`config.mk`:
```
export PLATFORM = sky130hd
export DESIGN_NAME = pw_lock_multi_flat
export DESIGN_NICKNAME = d
export VERILOG_FILES = /design/src/rtl/pw_lock_multi_if.sv /design/src/rtl/pw_lock_multi.sv /design/src/flat_wrapper.sv
export SDC_FILE = /design/constraint.sdc
export NUM_CORES = 1
export LEC_CHECK = 0
export ABC_AREA = 1
export CAP_MARGIN = 20
export CORE_MARGIN = 5
export CORE_UTILIZATION = 55
export DETAILED_ROUTE_END_ITERATION = 7
export PLACE_DENSITY_LB_ADDON = 0.2
export SLEW_MARGIN = 40
export SYNTH_ARGS = -nofsm -noshare
export SYNTH_HDL_FRONTEND = slang
export SYNTH_SLANG_ARGS = --single-unit
```
`constraint.sdc`:
```
create_clock -name clock -period 6.3 [get_ports clock]
set_input_delay 1.575 -clock clock [delete_from_list [all_inputs] [get_ports clock]]
set_output_delay 1.575 -clock clock [all_outputs]
set_load 0.005 [all_outputs]
```
`src/rtl/pw_lock_multi_if.sv`:
```
// Button/status bundle between the chip top and the
// multi-slot password lock.
interface pw_lock_multi_if #(
  parameter int PW_LEN    = 6,
  parameter int NUM_SLOTS = 2
);
  localparam int SW = (NUM_SLOTS > 1) ? $clog2(NUM_SLOTS) : 1;
  localparam int CW = $clog2(PW_LEN + 2);

  logic          enter0;
  logic          enter1;
  logic          confirm;
  logic          clear;
  logic          change_pw;
  logic [SW-1:0] slot_sel;
  logic [2:0]    state;
  logic          unlocked;
  logic          alarm;
  logic          locked;
  logic [CW-1:0] digit_cnt;
  logic [2:0]    fail_cnt;
  logic          pw_updated;

  modport master (
    output enter0, enter1, confirm, clear, change_pw, slot_sel,
    input  state, unlocked, alarm, locked,
    input  digit_cnt, fail_cnt, pw_updated
  );

  modport slave (
    input  enter0, enter1, confirm, clear, change_pw, slot_sel,
    output state, unlocked, alarm, locked,
    output digit_cnt, fail_cnt, pw_updated
  );
endinterface

```
`src/rtl/pw_lock_multi.sv`:
```
// Multi-slot password lock: tick-timed pass/fail display,
// escalating lockout and double-entry password change.
module pw_lock_multi #(
  parameter int FRE             = 6,
  parameter int PW_LEN          = 6,
  parameter int NUM_SLOTS       = 2,
  parameter logic [NUM_SLOTS*PW_LEN-1:0] DEFAULT_PW =
    {6'b110100, 6'b101101},
  parameter int IDLE_TICKS      = 60,
  parameter int PASS_TICKS      = 6,
  parameter int FAIL_TICKS      = 6,
  parameter int LOCK_BASE_TICKS = 15,
  parameter int LOCK_MAX_EXP    = 2
) (
  input  logic           clock,
  input  logic           reset,
  pw_lock_multi_if.slave bus
);
  localparam int SW = (NUM_SLOTS > 1) ? $clog2(NUM_SLOTS) : 1;
  localparam int CW = $clog2(PW_LEN + 2);
  localparam int DW = $clog2(FRE);
  localparam int LW = $clog2(LOCK_BASE_TICKS) + LOCK_MAX_EXP + 1;
  localparam int TW = (LW > 16) ? LW : 16;

  typedef enum logic [2:0] {
    S_IDLE  = 3'd0,
    S_ENTRY = 3'd1,
    S_CHECK = 3'd2,
    S_PASS  = 3'd3,
    S_FAIL  = 3'd4,
    S_LOCK  = 3'd5,
    S_NEW1  = 3'd6,
    S_NEW2  = 3'd7
  } state_t;

  state_t state, state_n;

  logic [4:0] btn, btn_q, rise, press;
  logic       p_dig;
  logic [DW-1:0] div;
  logic [TW-1:0] tmr, lim;
  logic       tick, expire;
  logic [PW_LEN-1:0] pw_buf, cand, slot_val;
  logic [CW-1:0] cnt;
  logic [NUM_SLOTS*PW_LEN-1:0] slots;
  logic [SW-1:0] chk_slot;
  logic [2:0] fail_cnt, fc_m1;
  logic [LW-1:0] lock_ticks;
  logic       full, slot_ok, match, upd_q, clr_entry;
  logic       dig_en, clr_en, kick, slot_ld, cand_ld, wr_en;

  assign btn = {bus.change_pw, bus.clear, bus.confirm,
                bus.enter1, bus.enter0};
  assign rise = btn & ~btn_q;
  // Simultaneous presses cancel each other out.
  assign press = ((rise & (rise - 5'd1)) == 5'd0) ? rise : 5'd0;
  assign p_dig = press[0] | press[1];

  assign tick = (div == DW'(FRE - 1));

  assign fc_m1 = (fail_cnt == 3'd0) ? 3'd0 : fail_cnt - 3'd1;
  assign lock_ticks = (int'(fc_m1) > LOCK_MAX_EXP)
    ? (LW'(LOCK_BASE_TICKS) << LOCK_MAX_EXP)
    : (LW'(LOCK_BASE_TICKS) << fc_m1);

  always_comb begin
    lim = TW'(IDLE_TICKS);
    case (state)
      S_PASS:  lim = TW'(PASS_TICKS);
      S_FAIL:  lim = TW'(FAIL_TICKS);
      S_LOCK:  lim = TW'(lock_ticks);
      default: ;
    endcase
  end

  assign expire = tick && (tmr == lim - 1'b1);

  always_comb begin
    slot_val = '0;
    for (int i = 0; i < NUM_SLOTS; i++)
      if (chk_slot == SW'(i))
        slot_val = slots[i*PW_LEN +: PW_LEN];
  end

  assign full    = (cnt == CW'(PW_LEN));
  assign slot_ok = (int'(chk_slot) < NUM_SLOTS);
  assign match   = full && slot_ok && (pw_buf == slot_val);

  always_ff @(posedge clock) begin
    if (reset) state <= S_IDLE;
    else       state <= state_n;
  end

  always_comb begin
    state_n = state;
    dig_en  = 1'b0;
    clr_en  = 1'b0;
    kick    = 1'b0;
    slot_ld = 1'b0;
    cand_ld = 1'b0;
    wr_en   = 1'b0;
    unique case (state)
      S_IDLE:
        if (p_dig) begin
          state_n = S_ENTRY;
          dig_en  = 1'b1;
        end
      S_ENTRY, S_NEW1, S_NEW2:
        unique case (1'b1)
          p_dig: begin
            dig_en = 1'b1;
            kick   = 1'b1;
          end
          press[3]: begin
            clr_en = 1'b1;
            kick   = 1'b1;
          end
          press[2]:
            if (state == S_ENTRY) begin
              state_n = S_CHECK;
              slot_ld = 1'b1;
            end else if (state == S_NEW1) begin
              cand_ld = full;
              state_n = full ? S_NEW2 : S_IDLE;
            end else begin
              wr_en   = full && (pw_buf == cand);
              state_n = S_IDLE;
            end
          default:
            if (expire) state_n = S_IDLE;
        endcase
      S_CHECK: state_n = match ? S_PASS : S_FAIL;
      S_PASS:
        if (press[4])    state_n = S_NEW1;
        else if (expire) state_n = S_IDLE;
      S_FAIL: if (expire) state_n = S_LOCK;
      S_LOCK: if (expire) state_n = S_IDLE;
    endcase
  end

  assign clr_entry = (state_n != state) &&
    (state_n inside {S_IDLE, S_PASS, S_NEW1, S_NEW2, S_FAIL});

  always_ff @(posedge clock) begin
    if (reset) begin
      btn_q    <= btn;
      div      <= '0;
      tmr      <= '0;
      pw_buf   <= '0;
      cnt      <= '0;
      cand     <= '0;
      slots    <= DEFAULT_PW;
      chk_slot <= '0;
      fail_cnt <= '0;
      upd_q    <= 1'b0;
    end else begin
      btn_q <= btn;
      upd_q <= wr_en;
      if ((state_n != state) || kick) begin
        div <= '0;
        tmr <= '0;
      end else if (tick) begin
        div <= '0;
        tmr <= tmr + 1'b1;
      end else begin
        div <= div + 1'b1;
      end
      if (clr_entry || clr_en) begin
        pw_buf <= '0;
        cnt    <= '0;
      end else if (dig_en) begin
        pw_buf <= {pw_buf[PW_LEN-2:0], press[1]};
        cnt    <= (cnt >= CW'(PW_LEN)) ? CW'(PW_LEN + 1)
                                       : cnt + 1'b1;
      end
      if (slot_ld) chk_slot <= bus.slot_sel;
      if (cand_ld)               cand <= pw_buf;
      else if (state_n == S_IDLE) cand <= '0;
      if (state == S_CHECK)
        fail_cnt <= match ? 3'd0
                  : (fail_cnt == 3'd7) ? 3'd7 : fail_cnt + 3'd1;
      if (wr_en)
        for (int i = 0; i < NUM_SLOTS; i++)
          if (chk_slot == SW'(i))
            slots[i*PW_LEN +: PW_LEN] <= cand;
    end
  end

  assign bus.state      = state;
  assign bus.unlocked   = (state == S_PASS);
  assign bus.alarm      = (state == S_FAIL);
  assign bus.locked     = (state == S_LOCK);
  assign bus.digit_cnt  = cnt;
  assign bus.fail_cnt   = fail_cnt;
  assign bus.pw_updated = upd_q;
endmodule
```
`src/flat_wrapper.sv`:
```
// flat-port wrapper written by rule: the top's interface ports become plain ports
module pw_lock_multi_flat 
#(
  parameter int FRE             = 6,
  parameter int PW_LEN          = 6,
  parameter int NUM_SLOTS       = 2,
  parameter logic [NUM_SLOTS*PW_LEN-1:0] DEFAULT_PW =
    {6'b110100, 6'b101101},
  parameter int IDLE_TICKS      = 60,
  parameter int PASS_TICKS      = 6,
  parameter int FAIL_TICKS      = 6,
  parameter int LOCK_BASE_TICKS = 15,
  parameter int LOCK_MAX_EXP    = 2
)
  (clock, reset, bus_enter0, bus_enter1, bus_confirm, bus_clear, bus_change_pw, bus_slot_sel, bus_state, bus_unlocked, bus_alarm, bus_locked, bus_digit_cnt, bus_fail_cnt, bus_pw_updated);
  pw_lock_multi_if #(.PW_LEN(PW_LEN), .NUM_SLOTS(NUM_SLOTS)) bus_i ();
  input  logic clock;
  input  logic reset;
  input wire logic [$bits(bus_i.enter0)-1:0] bus_enter0;
  input wire logic [$bits(bus_i.enter1)-1:0] bus_enter1;
  input wire logic [$bits(bus_i.confirm)-1:0] bus_confirm;
  input wire logic [$bits(bus_i.clear)-1:0] bus_clear;
  input wire logic [$bits(bus_i.change_pw)-1:0] bus_change_pw;
  input wire logic [$bits(bus_i.slot_sel)-1:0] bus_slot_sel;
  output wire logic [$bits(bus_i.state)-1:0] bus_state;
  output wire logic [$bits(bus_i.unlocked)-1:0] bus_unlocked;
  output wire logic [$bits(bus_i.alarm)-1:0] bus_alarm;
  output wire logic [$bits(bus_i.locked)-1:0] bus_locked;
  output wire logic [$bits(bus_i.digit_cnt)-1:0] bus_digit_cnt;
  output wire logic [$bits(bus_i.fail_cnt)-1:0] bus_fail_cnt;
  output wire logic [$bits(bus_i.pw_updated)-1:0] bus_pw_updated;
  assign bus_i.enter0 = bus_enter0;
  assign bus_i.enter1 = bus_enter1;
  assign bus_i.confirm = bus_confirm;
  assign bus_i.clear = bus_clear;
  assign bus_i.change_pw = bus_change_pw;
  assign bus_i.slot_sel = bus_slot_sel;
  assign bus_state = bus_i.state;
  assign bus_unlocked = bus_i.unlocked;
  assign bus_alarm = bus_i.alarm;
  assign bus_locked = bus_i.locked;
  assign bus_digit_cnt = bus_i.digit_cnt;
  assign bus_fail_cnt = bus_i.fail_cnt;
  assign bus_pw_updated = bus_i.pw_updated;
  pw_lock_multi #(.FRE(FRE), .PW_LEN(PW_LEN), .NUM_SLOTS(NUM_SLOTS), .DEFAULT_PW(DEFAULT_PW), .IDLE_TICKS(IDLE_TICKS), .PASS_TICKS(PASS_TICKS), .FAIL_TICKS(FAIL_TICKS), .LOCK_BASE_TICKS(LOCK_BASE_TICKS), .LOCK_MAX_EXP(LOCK_MAX_EXP)) u_core (.clock(clock), .reset(reset), .bus(bus_i));
endmodule
```
==> metrics <==
port bufs=20; Seq/Total Area, Yosys=34.35%; status=finished clean; Skew-Pair Late Insertion Delay=0.34 ns; nature of the critical path endpoint=flip-flop; most common cell in the netlist=nand2_1; number of distinct library cells after synthesis=37; syn_nets=532; final setup TNS=0 ns; RSZ-0062 raised after global routing=no; GR Util All Layers=21.35%; Worst Path Required=6.56 ns; n_diodes=0; crit path cell chain=clkdlybuf4s50_1, inv_1, nor2_1, nand2_1, nand2_1, a21oi_1, nand2_1, nor2_1, nand2_1, nand2_1, nor2_1, nand3b_1, nand3_1, nand2_1, inv_2, nand3_4, a21oi_1; Post-CTS Setup Bufs=0; # IOs=21; vias in the first global route=2981; cell family with most CP delay=simple AND/OR/NAND/NOR gates; initial antenna violation count=0; Yosys top cell area share=34.35%; CP max stage delay=0.43 ns; Post-Route WL=7688 um; global route hottest layer=met2; CP startpoint kind=primary input; die area=7933 um2; grt met3 use=6.452%; Hold-fix buffers, CTS=0; routing usage on met1=26.37%; Clk pin slew, worst setup/hold paths=0.07 ns; Vias/cell=5.238; critical path type=in -> reg; clock skew=0.006838 ns; post-synthesis adder-cell area fraction=3.639%; TritonCTS clock tree=yes; max cap viols=0; Final Cycle Share=58.42%; Slew Viols, Final=0; P per Cell Area=216.9 nW/um2; YS warnings=0; Synth Area in Compound Gates=12.52%; Mapped Cells=514; maximum clock frequency=271.7 MHz; share of cells above drive strength 1=10.89%; Worst EP arrival=3.94 ns; wire length per cell=12.46 um; Layout Utilization=64.70%; Post-synth EDFFs=0; first-pass GRT wire length=13190 um; multiplexer share of the synthesized area=0%; Slew headroom=60.82%; area added between synthesis and finish=12.74%; Num CTS Buffers=9; CP most frequent cell=nand2_1; CTS Root Buffer Type=clkbuf_8; met2 Track Usage GR=34.41%; CTS sink cnt=59; dpl hpwl=5769 um; static leakage=1.731 nW; setup slack at placement=2.292 ns; Worst Setup Slack, final=2.620 ns; maximum VDD drop=163.5 uV; ys async rst share=0%; top post-synthesis cells by area=dfxtp_1 (34%), nand2_1 (15%), inv_1 (8.5%); area taken by multi-input logic gates=1892 um2; initial DRC count=154; Post-CTS Resized=0; Pre-Repair DR Iteration Count=4; post-synth top area cell=dfxtp_1; filler cell count=538; vias after detailed routing=3232; row count=28; worst path bufs/invs=3; NumNets Final=555; Die X=89.07 um; Fin. Hold Viols=0; GRT Residual Overflow=0; final worst path period need=3.680 ns; CP max FO=16; Seq. cell area=1181 um2; Synth Flop Type=dfxtp_1; H-tree level count=3; largest family of logic cells by synthesized area=simple AND/OR/NAND/NOR gates; post-synthesis cell area=3438 um2; mean post-synth cell area=6.689 um2; Detail Route Antenna Nets=0; HP Class=reg -> reg; initial core utilization=57.39%; Slowest cell on crit path=clkdlybuf4s50_1; Yosys reg bits=59; XOR/XNOR share of the synthesized area=2.293%; final setup fails=0; Final GP Congestion=0.8627; DRC=0; worst-margin pin slew=0.5859 ns; Fin Hold WS=0.4616 ns; Die Span Y=89.07 um; Synth Area in Simple Gates=36.57%; core area=5991 um2; Clock Tree Buf Depth=2; Post-synth top cells=nand2_1 (133), inv_1 (78), dfxtp_1 (59); largest net degree at the start of global routing=17
## sequential cells by signal, indices dropped and copies added (netlist names)
signal / flops
u_core.bus.state: 3
u_core.bus.digit_cnt: 3
u_core.btn_q: 5
u_core.chk_slot: 1
u_core.slots: 12
u_core.tmr: 16
u_core.bus.fail_cnt: 3
u_core.cand: 6
u_core.div: 3
u_core.pw_buf: 6
u_core.bus.pw_updated: 1
## path summary, 6_finish.rpt
check,slack [ns],end,cells past startpoint,startpoint
max,2.62,u_core.tmr[5],17,bus_clear
min reg2reg,0.46,u_core.div[0],1,u_core.div[0]
min,0.46,u_core.div[0],1,u_core.div[0]
max reg2reg,2.94,u_core.cand[3],26,u_core.bus.fail_cnt[0]
## power breakdown
group,switching [mW],internal (mW),total (mW)
combinational,0.0625,0.0354,0.0979
clock,0.155,0.191,0.346
sequential,0.0136,0.383,0.397
## through the flow
stage | std cells | power, mW | area (um2)
2_1_floorplan | 514 | 0.4751 | 3438
3_3_place_gp | 601 | 0.4993 | 3682
5_1_grt | 617 | 0.8846 | 3876
3_5_place_dp | 601 | 0.5018 | 3682
4_1_cts | 617 | 0.8506 | 3876
6_report | 617 | 0.8409 | 3876
## cell type report
| type | instances | area share, % |
|---|---|---|
| clock inverter | 5 | 1.356 |
| timing repair buffer | 20 | 5.165 |
| multi-input combinational | 363 | 48.81 |
| sequential | 59 | 30.47 |
| inverter | 84 | 8.134 |
| clock buffer | 11 | 3.648 |
| tap | 75 | 2.421 |
## per-layer routing
layer	vias to the layer above	wire (um)
met5	-	0
met4	0	173
met3	20	454
met2	77	3564
met1	1455	3495
li1	1680	-
## cells by family (layout without fill, tap and decap cells)
kind of cell | count (synthesis) | in the layout
adders and majority gates | 10 | 10
buffers and inverters | 92 | 120
and+or+nand+nor | 269 | 269
AOI/OAI and AO/OA | 75 | 75
xor gates and xnor gates | 9 | 9
DFF | 59 | 59
## placed cells by master, fill, tap and decap left out, types with 2 or more instances in the layout
master | Yosys | layout
nand2_2 | 5 | 5
nand3_4 | 2 | 2
dfxtp_1 | 59 | 59
inv_1 | 78 | 78
or2_1 | 2 | 2
nand4_1 | 7 | 7
nand2_4 | 2 | 2
ha_1 | 10 | 10
xnor2_1 | 3 | 3
nand3b_1 | 2 | 2
nand3_2 | 4 | 4
clkinv_2 | 0 | 3
a21oi_1 | 27 | 27
o21ai_0 | 28 | 28
clkdlybuf4s50_1 | 0 | 20
nor2_4 | 3 | 3
inv_2 | 6 | 6
nand2_1 | 133 | 133
xor2_1 | 6 | 6
nand3_1 | 32 | 32
a21oi_2 | 3 | 3
nor2_2 | 14 | 14
clkbuf_8 | 0 | 10
nor4_1 | 2 | 2
nor3_2 | 3 | 3
o22ai_1 | 3 | 3
nor2_1 | 48 | 48
o211ai_1 | 9 | 9
nor3_1 | 8 | 8
Power figures use the tool's default switching activity.
